`src/rtl/uart_rx_core_if.sv`:
```
// Byte delivery handshake between the UART receiver (master) and its consumer (slave).
// rx_data/rx_valid flow out of the receiver, rx_ready flows back from the consumer.
interface uart_rx_core_if;
  logic [7:0] rx_data;
  logic       rx_valid;
  logic       rx_ready;

  modport master (output rx_data, output rx_valid, input rx_ready);
  modport slave  (input rx_data, input rx_valid, output rx_ready);
endinterface

```
`src/rtl/uart_rx_core.sv`:
```
// UART receiver: 8N1 framing, or 8E1 when UART_PARITY_EN is defined; mid-bit sampling,
// one-entry holding register with valid/ready handshake and frame/parity/overrun pulses.
module uart_rx_core #(
  parameter int CLKS_PER_BIT = 434,
  parameter int CNT_W        = 16
) (
  input  logic           clk,
  input  logic           rst,
  input  logic           rxd,
  uart_rx_core_if.master rx,
  output logic           frame_err,
  output logic           overrun,
  output logic           parity_err,
  output logic           busy
);
  localparam logic [CNT_W-1:0] BIT_END  = CNT_W'(CLKS_PER_BIT - 1);
  localparam logic [CNT_W-1:0] HALF_END = CNT_W'(CLKS_PER_BIT / 2 - 1);

  typedef enum logic [2:0] {
    IDLE      = 3'd0,
    START     = 3'd1,
    DATA      = 3'd2,
`ifdef UART_PARITY_EN
    PARITY    = 3'd3,
`endif
    STOP      = 3'd4,
    WAIT_IDLE = 3'd5
  } state_t;

  state_t           state_q, state_d;
  logic [1:0]       sync_q, sync_d;
  logic [CNT_W-1:0] timer_q, timer_d;
  logic [2:0]       idx_q, idx_d;
  logic [7:0]       shift_q, shift_d;
  logic             commit_q, commit_d;
  logic [7:0]       rx_data_q, rx_data_d;
  logic             rx_valid_q, rx_valid_d;
  logic             frame_err_q, frame_err_d;
  logic             overrun_q, overrun_d;
  logic             busy_q, busy_d;
  logic             rxs;
`ifdef UART_PARITY_EN
  logic             par_bad_q, par_bad_d;
  logic             parity_err_q, parity_err_d;
`endif

  assign rxs = sync_q[1];

  always_comb begin
    sync_d      = {sync_q[0], rxd};
    state_d     = state_q;
    timer_d     = timer_q + 1'b1;
    idx_d       = idx_q;
    shift_d     = shift_q;
    commit_d    = 1'b0;
    frame_err_d = 1'b0;
    overrun_d   = 1'b0;
    rx_data_d   = rx_data_q;
    rx_valid_d  = rx_valid_q;
`ifdef UART_PARITY_EN
    par_bad_d    = par_bad_q;
    parity_err_d = 1'b0;
`endif

    if (rx_valid_q && rx.rx_ready) rx_valid_d = 1'b0;
    // shift_q cannot change in the cycle after the stop sample, so it is still the good byte
    if (commit_q) begin
      if (!rx_valid_q || rx.rx_ready) begin
        rx_data_d  = shift_q;
        rx_valid_d = 1'b1;
      end else begin
        overrun_d = 1'b1;
      end
    end

    case (state_q)
      IDLE: begin
        timer_d = '0;
        if (!rxs) state_d = START;
      end
      START: begin
        if (timer_q == HALF_END) begin
          timer_d = '0;
          idx_d   = '0;
          state_d = rxs ? IDLE : DATA;
        end
      end
      DATA: begin
        if (timer_q == BIT_END) begin
          timer_d        = '0;
          shift_d[idx_q] = rxs;
          idx_d          = idx_q + 1'b1;
          if (idx_q == 3'd7) begin
`ifdef UART_PARITY_EN
            state_d = PARITY;
`else
            state_d = STOP;
`endif
          end
        end
      end
`ifdef UART_PARITY_EN
      PARITY: begin
        if (timer_q == BIT_END) begin
          timer_d   = '0;
          par_bad_d = ^{shift_q, rxs};
          state_d   = STOP;
        end
      end
`endif
      STOP: begin
        // Returning to IDLE at mid-stop lets a back-to-back start edge be caught without a gap
        if (timer_q == BIT_END) begin
          timer_d = '0;
          if (rxs) begin
            state_d = IDLE;
`ifdef UART_PARITY_EN
            if (par_bad_q) parity_err_d = 1'b1;
            else           commit_d     = 1'b1;
`else
            commit_d = 1'b1;
`endif
          end else begin
            frame_err_d = 1'b1;
            state_d     = WAIT_IDLE;
          end
        end
      end
      WAIT_IDLE: begin
        timer_d = '0;
        if (rxs) state_d = IDLE;
      end
      default: begin
        timer_d = '0;
        state_d = IDLE;
      end
    endcase

    busy_d = (state_d != IDLE);
  end

  always_ff @(posedge clk or posedge rst) begin
    if (rst) begin
      sync_q      <= 2'b11;
      state_q     <= IDLE;
      timer_q     <= '0;
      idx_q       <= '0;
      shift_q     <= '0;
      commit_q    <= 1'b0;
      rx_data_q   <= '0;
      rx_valid_q  <= 1'b0;
      frame_err_q <= 1'b0;
      overrun_q   <= 1'b0;
      busy_q      <= 1'b0;
`ifdef UART_PARITY_EN
      par_bad_q    <= 1'b0;
      parity_err_q <= 1'b0;
`endif
    end else begin
      sync_q      <= sync_d;
      state_q     <= state_d;
      timer_q     <= timer_d;
      idx_q       <= idx_d;
      shift_q     <= shift_d;
      commit_q    <= commit_d;
      rx_data_q   <= rx_data_d;
      rx_valid_q  <= rx_valid_d;
      frame_err_q <= frame_err_d;
      overrun_q   <= overrun_d;
      busy_q      <= busy_d;
`ifdef UART_PARITY_EN
      par_bad_q    <= par_bad_d;
      parity_err_q <= parity_err_d;
`endif
    end
  end

  assign rx.rx_data  = rx_data_q;
  assign rx.rx_valid = rx_valid_q;
  assign frame_err   = frame_err_q;
  assign overrun     = overrun_q;
  assign busy        = busy_q;
`ifdef UART_PARITY_EN
  assign parity_err  = parity_err_q;
`else
  assign parity_err  = 1'b0;
`endif

endmodule
```
`src/flat_wrapper.sv`:
```
// flat-port wrapper written by rule: the top's interface ports become plain ports
module uart_rx_core_flat 
#(
  parameter int CLKS_PER_BIT = 434,
  parameter int CNT_W        = 16
)
  (clk, rst, rxd, frame_err, overrun, parity_err, busy, rx_rx_data, rx_rx_valid, rx_rx_ready);
  uart_rx_core_if rx_i ();
  input  logic clk;
  input  logic rst;
  input  logic rxd;
  output logic frame_err;
  output logic overrun;
  output logic parity_err;
  output logic busy;
  output wire logic [$bits(rx_i.rx_data)-1:0] rx_rx_data;
  output wire logic [$bits(rx_i.rx_valid)-1:0] rx_rx_valid;
  input wire logic [$bits(rx_i.rx_ready)-1:0] rx_rx_ready;
  assign rx_rx_data = rx_i.rx_data;
  assign rx_rx_valid = rx_i.rx_valid;
  assign rx_i.rx_ready = rx_rx_ready;
  uart_rx_core #(.CLKS_PER_BIT(CLKS_PER_BIT), .CNT_W(CNT_W)) u_core (.clk(clk), .rst(rst), .rxd(rxd), .rx(rx_i), .frame_err(frame_err), .overrun(overrun), .parity_err(parity_err), .busy(busy));
endmodule
```
`config.mk`:
```
export PLATFORM = sky130hd
export DESIGN_NAME = uart_rx_core_flat
export DESIGN_NICKNAME = d
export VERILOG_FILES = /design/src/rtl/uart_rx_core_if.sv /design/src/rtl/uart_rx_core.sv /design/src/flat_wrapper.sv
export SDC_FILE = /design/constraint.sdc
export NUM_CORES = 1
export LEC_CHECK = 0
export ABC_AREA = 0
export CORE_ASPECT_RATIO = 0.8
export CORE_MARGIN = 1.5
export CORE_UTILIZATION = 57
export DETAILED_ROUTE_END_ITERATION = 8
export PLACE_DENSITY = 0.78
export SETUP_SLACK_MARGIN = 0.4
export SLEW_MARGIN = 20
export SYNTH_ARGS = -nofsm -noshare
export SYNTH_HDL_FRONTEND = slang
export SYNTH_SLANG_ARGS = --single-unit
```
`constraint.sdc`:
```
create_clock -name clk -period 2.2 [get_ports clk]
set_input_delay 0.44 -clock clk [delete_from_list [all_inputs] [get_ports clk]]
set_output_delay 0.44 -clock clk [all_outputs]
set_load 0.01 [all_outputs]
```
==> metrics.txt <==
asr flop ratio synth 1.000; vias in the first global route 1495; Mapped Area around 2200 um^2; initial detailed-routing violation count about 110; DRC viols 0; Hold Crit Class reg -> reg; I/O Buffers 15; Clock Latency Late Sink approximately 0.3 ns; layout cells sized above 1 0.2664; nets@finish ~220; Initial Utilization 0.5883; r2r setup slk roughly 0.37 ns; width of the die 72.59 um; FF-to-FF Start u_core.timer_q[1]$_DFF_PP0_; Placer Congestion 0.8401; setup TNS 0 ns; Via Count between 1500 and 2000; ys flop type dfrtp_1; Hold Buf Count CTS 0; number of synthesized flops with an enable pin 0; H-tree depth 2; largest net degree at the start of global routing 46; CP Launch Point u_core.timer_q[1]$_DFF_PP0_; CP top delay family flip-flops; synth cell count leaders 43 x dfrtp_1, 19 x nor2_1, 13 x mux2_2, 10 x xor2_1, 9 x nand2_1; Synth Instances 188; setup violators final 0; WL/cell ~17 um; CTS Buf Count 5; Power per Cell Area approximately 520 nW/um^2; status completed; Crit path required time ~2.4 ns; CTS tree built; Synth area leader dfrtp_1; synth top area cells dfrtp_1 49%, mux2_2 6.6%, xor2_1 4.0%; largest stage delay on the critical path a little over 0.4 ns; top-count cell post-synth dfrtp_1; total wire length 4.385 mm; critical path buffer and inverter count 1; Placeable Area 3754 um^2; Worst-Margin Slew about 0.56 ns; ANT nets after route 0; die area roughly 4300 um^2; warnings from Yosys 0; dpl ws 0.2519 ns; Final Core Density 0.6917; WP depth 6; area delta synth->final 17.56%; Synth Register Bits 45; Clock Sinks 45; clk slew on worst S/H paths roughly 0.08 ns; register area share after synthesis 0.5110; Hold Crit Start u_core.sync_q[0]$_DFF_PP1_; hold path cells 0; max-slew violation count 0; min cycle time layout 1.830 ns; dpl hpwl 2.895 mm; MaxCap Viol Count 0; crit-path cells inv_1 -> ha_1 -> and3_4 -> nand4_4 -> o32a_1 -> mux2_4; IO Count 17; Syn Area/Cell ~12 um^2; global route overflow 0; clk root buf clkbuf_8; peak supply drop about 0.46 mV; first-pass GRT wire length between 6 and 7 mm; worst-path maximum fanout 4; Final WS setup between 0.3 and 0.4 ns; critical path arrival approximately 2 ns; worst clock skew just over 0.009 ns; Period Utilization, post-route 0.8317; DR vias/cell around 6; # diodes 0; clk buf depth 2; TritonRoute pass-1 iters 4; count of final hold-check violations 0; RSZ-0062 raised after global routing true; Setup CP Type reg -> reg; r2r worst-path depth 6; initial antenna violation count 0; Pleak about 1.2 nW; fmax about 550 MHz; row cnt 20; die height between 50 and 60 um; area fraction of the dominant cell type after synthesis 0.4873; CP Capture Type register; Net Count, Synth about 200; max_slew headroom 0.6288; Tot GR Track Use 0.2135; Min Hold Slack between 0.3 and 0.4 ns; synth unique cells 46; critical path launch point type register; CP max-delay cell dfrtp_1
==> state kept, by name, indices dropped and copies added (netlist names) <==
signal / count
u_core.timer_q: 16
u_core.overrun: 1
u_core.sync_q: 2
u_core.busy: 1
u_core.rx.rx_data: 8
u_core.commit_q: 1
u_core.state_q: 3
u_core.frame_err: 1
u_core.shift_q: 8
u_core.rx.rx_valid: 1
u_core.idx_q: 3
==> cell type report <==
class,instances,area (um^2)
Clock buffer,7,76.32
Tap cell,44,55.05
Fill cell,272,1157
Clock inverter,1,5.005
Inverter,5,18.77
Sequential cell,45,1135
Timing Repair Buffer,25,245.2
Multi-Input combinational cell,131,1061
==> cells in the final DEF, fill, tap and decap left out, types with 3 or more instances in the layout <==
master,count
a21oi_1,4
buf_4,7
clkbuf_8,5
clkdlybuf4s50_1,15
dfrtp_1,38
dfrtp_2,5
ha_1,5
inv_1,5
mux2_2,13
mux2_4,3
nand2_1,9
nand2b_1,3
nand3_1,7
nand4_1,5
nor2_1,19
nor2b_1,5
nor3_2,3
o21ai_0,4
xor2_1,10
==> final timing paths <==
path,to
min reg2reg,u_core.sync_q[1]$_DFF_PP1_
max reg2reg,u_core.idx_q[0]$_DFFE_PP0P_
max in group asynchronous,u_core.state_q[1]$_DFF_PP0_
min,u_core.sync_q[1]$_DFF_PP1_
max,u_core.idx_q[0]$_DFFE_PP0P_
min in group asynchronous,u_core.busy$_DFF_PP0_
==> what timing repair did <==
item                       in CTS  in global routing
buffers inserted                3                  6
pin swaps                       5                  8
gates cloned                    0                  1
setup endpoints to repair      28                 13
gates resized for setup         3                 15
==> stage by stage <==
step / std cells / total power, W / cell area, um^2
floorplan: 188 / 0.0008657 / 2208
global placement: 240 / 0.0008756 / 2375
finish: 258 / 0.001339 / 2596
CTS: 251 / 0.001352 / 2495
detailed placement: 240 / 0.0008771 / 2375
global route: 258 / 0.001390 / 2596
==> layer usage <==
metal | track usage | up-vias | routed length (um)
li1 | - | 719 | -
met1 | 0.2949 | 789 | 2009
met2 | 0.3408 | 37 | 2158
met3 | 0.04281 | 6 | 168
met4 | 0.07278 | 0 | 48
met5 | 0 | - | 0
==> where the power goes <==
group	total [W]	switching, W	internal, W
Sequential	0.000834	0.00000413	0.000830
Combinational	0.0000262	0.0000184	0.00000776
Clock	0.000478	0.000256	0.000223
Total	0.00134	0.000278	0.00106
==> cell families (layout without fill, tap and decap cells) <==
| group | after synthesis | count (layout) | synth area share |
|---|---|---|---|
| DFF | 45 | 45 | 0.5110 |
| muxes | 17 | 17 | 0.08838 |
| adders and majority gates | 5 | 5 | 0.02833 |
| xor gates and xnor gates | 12 | 12 | 0.04759 |
| buffers and inverters | 13 | 38 | 0.02946 |
| other | 1 | 1 | 0.001698 |
| AOI/OAI and AO/OA | 18 | 18 | 0.06686 |
| and+or+nand+nor | 77 | 78 | 0.2266 |
(Power assumes the default switching activity.)
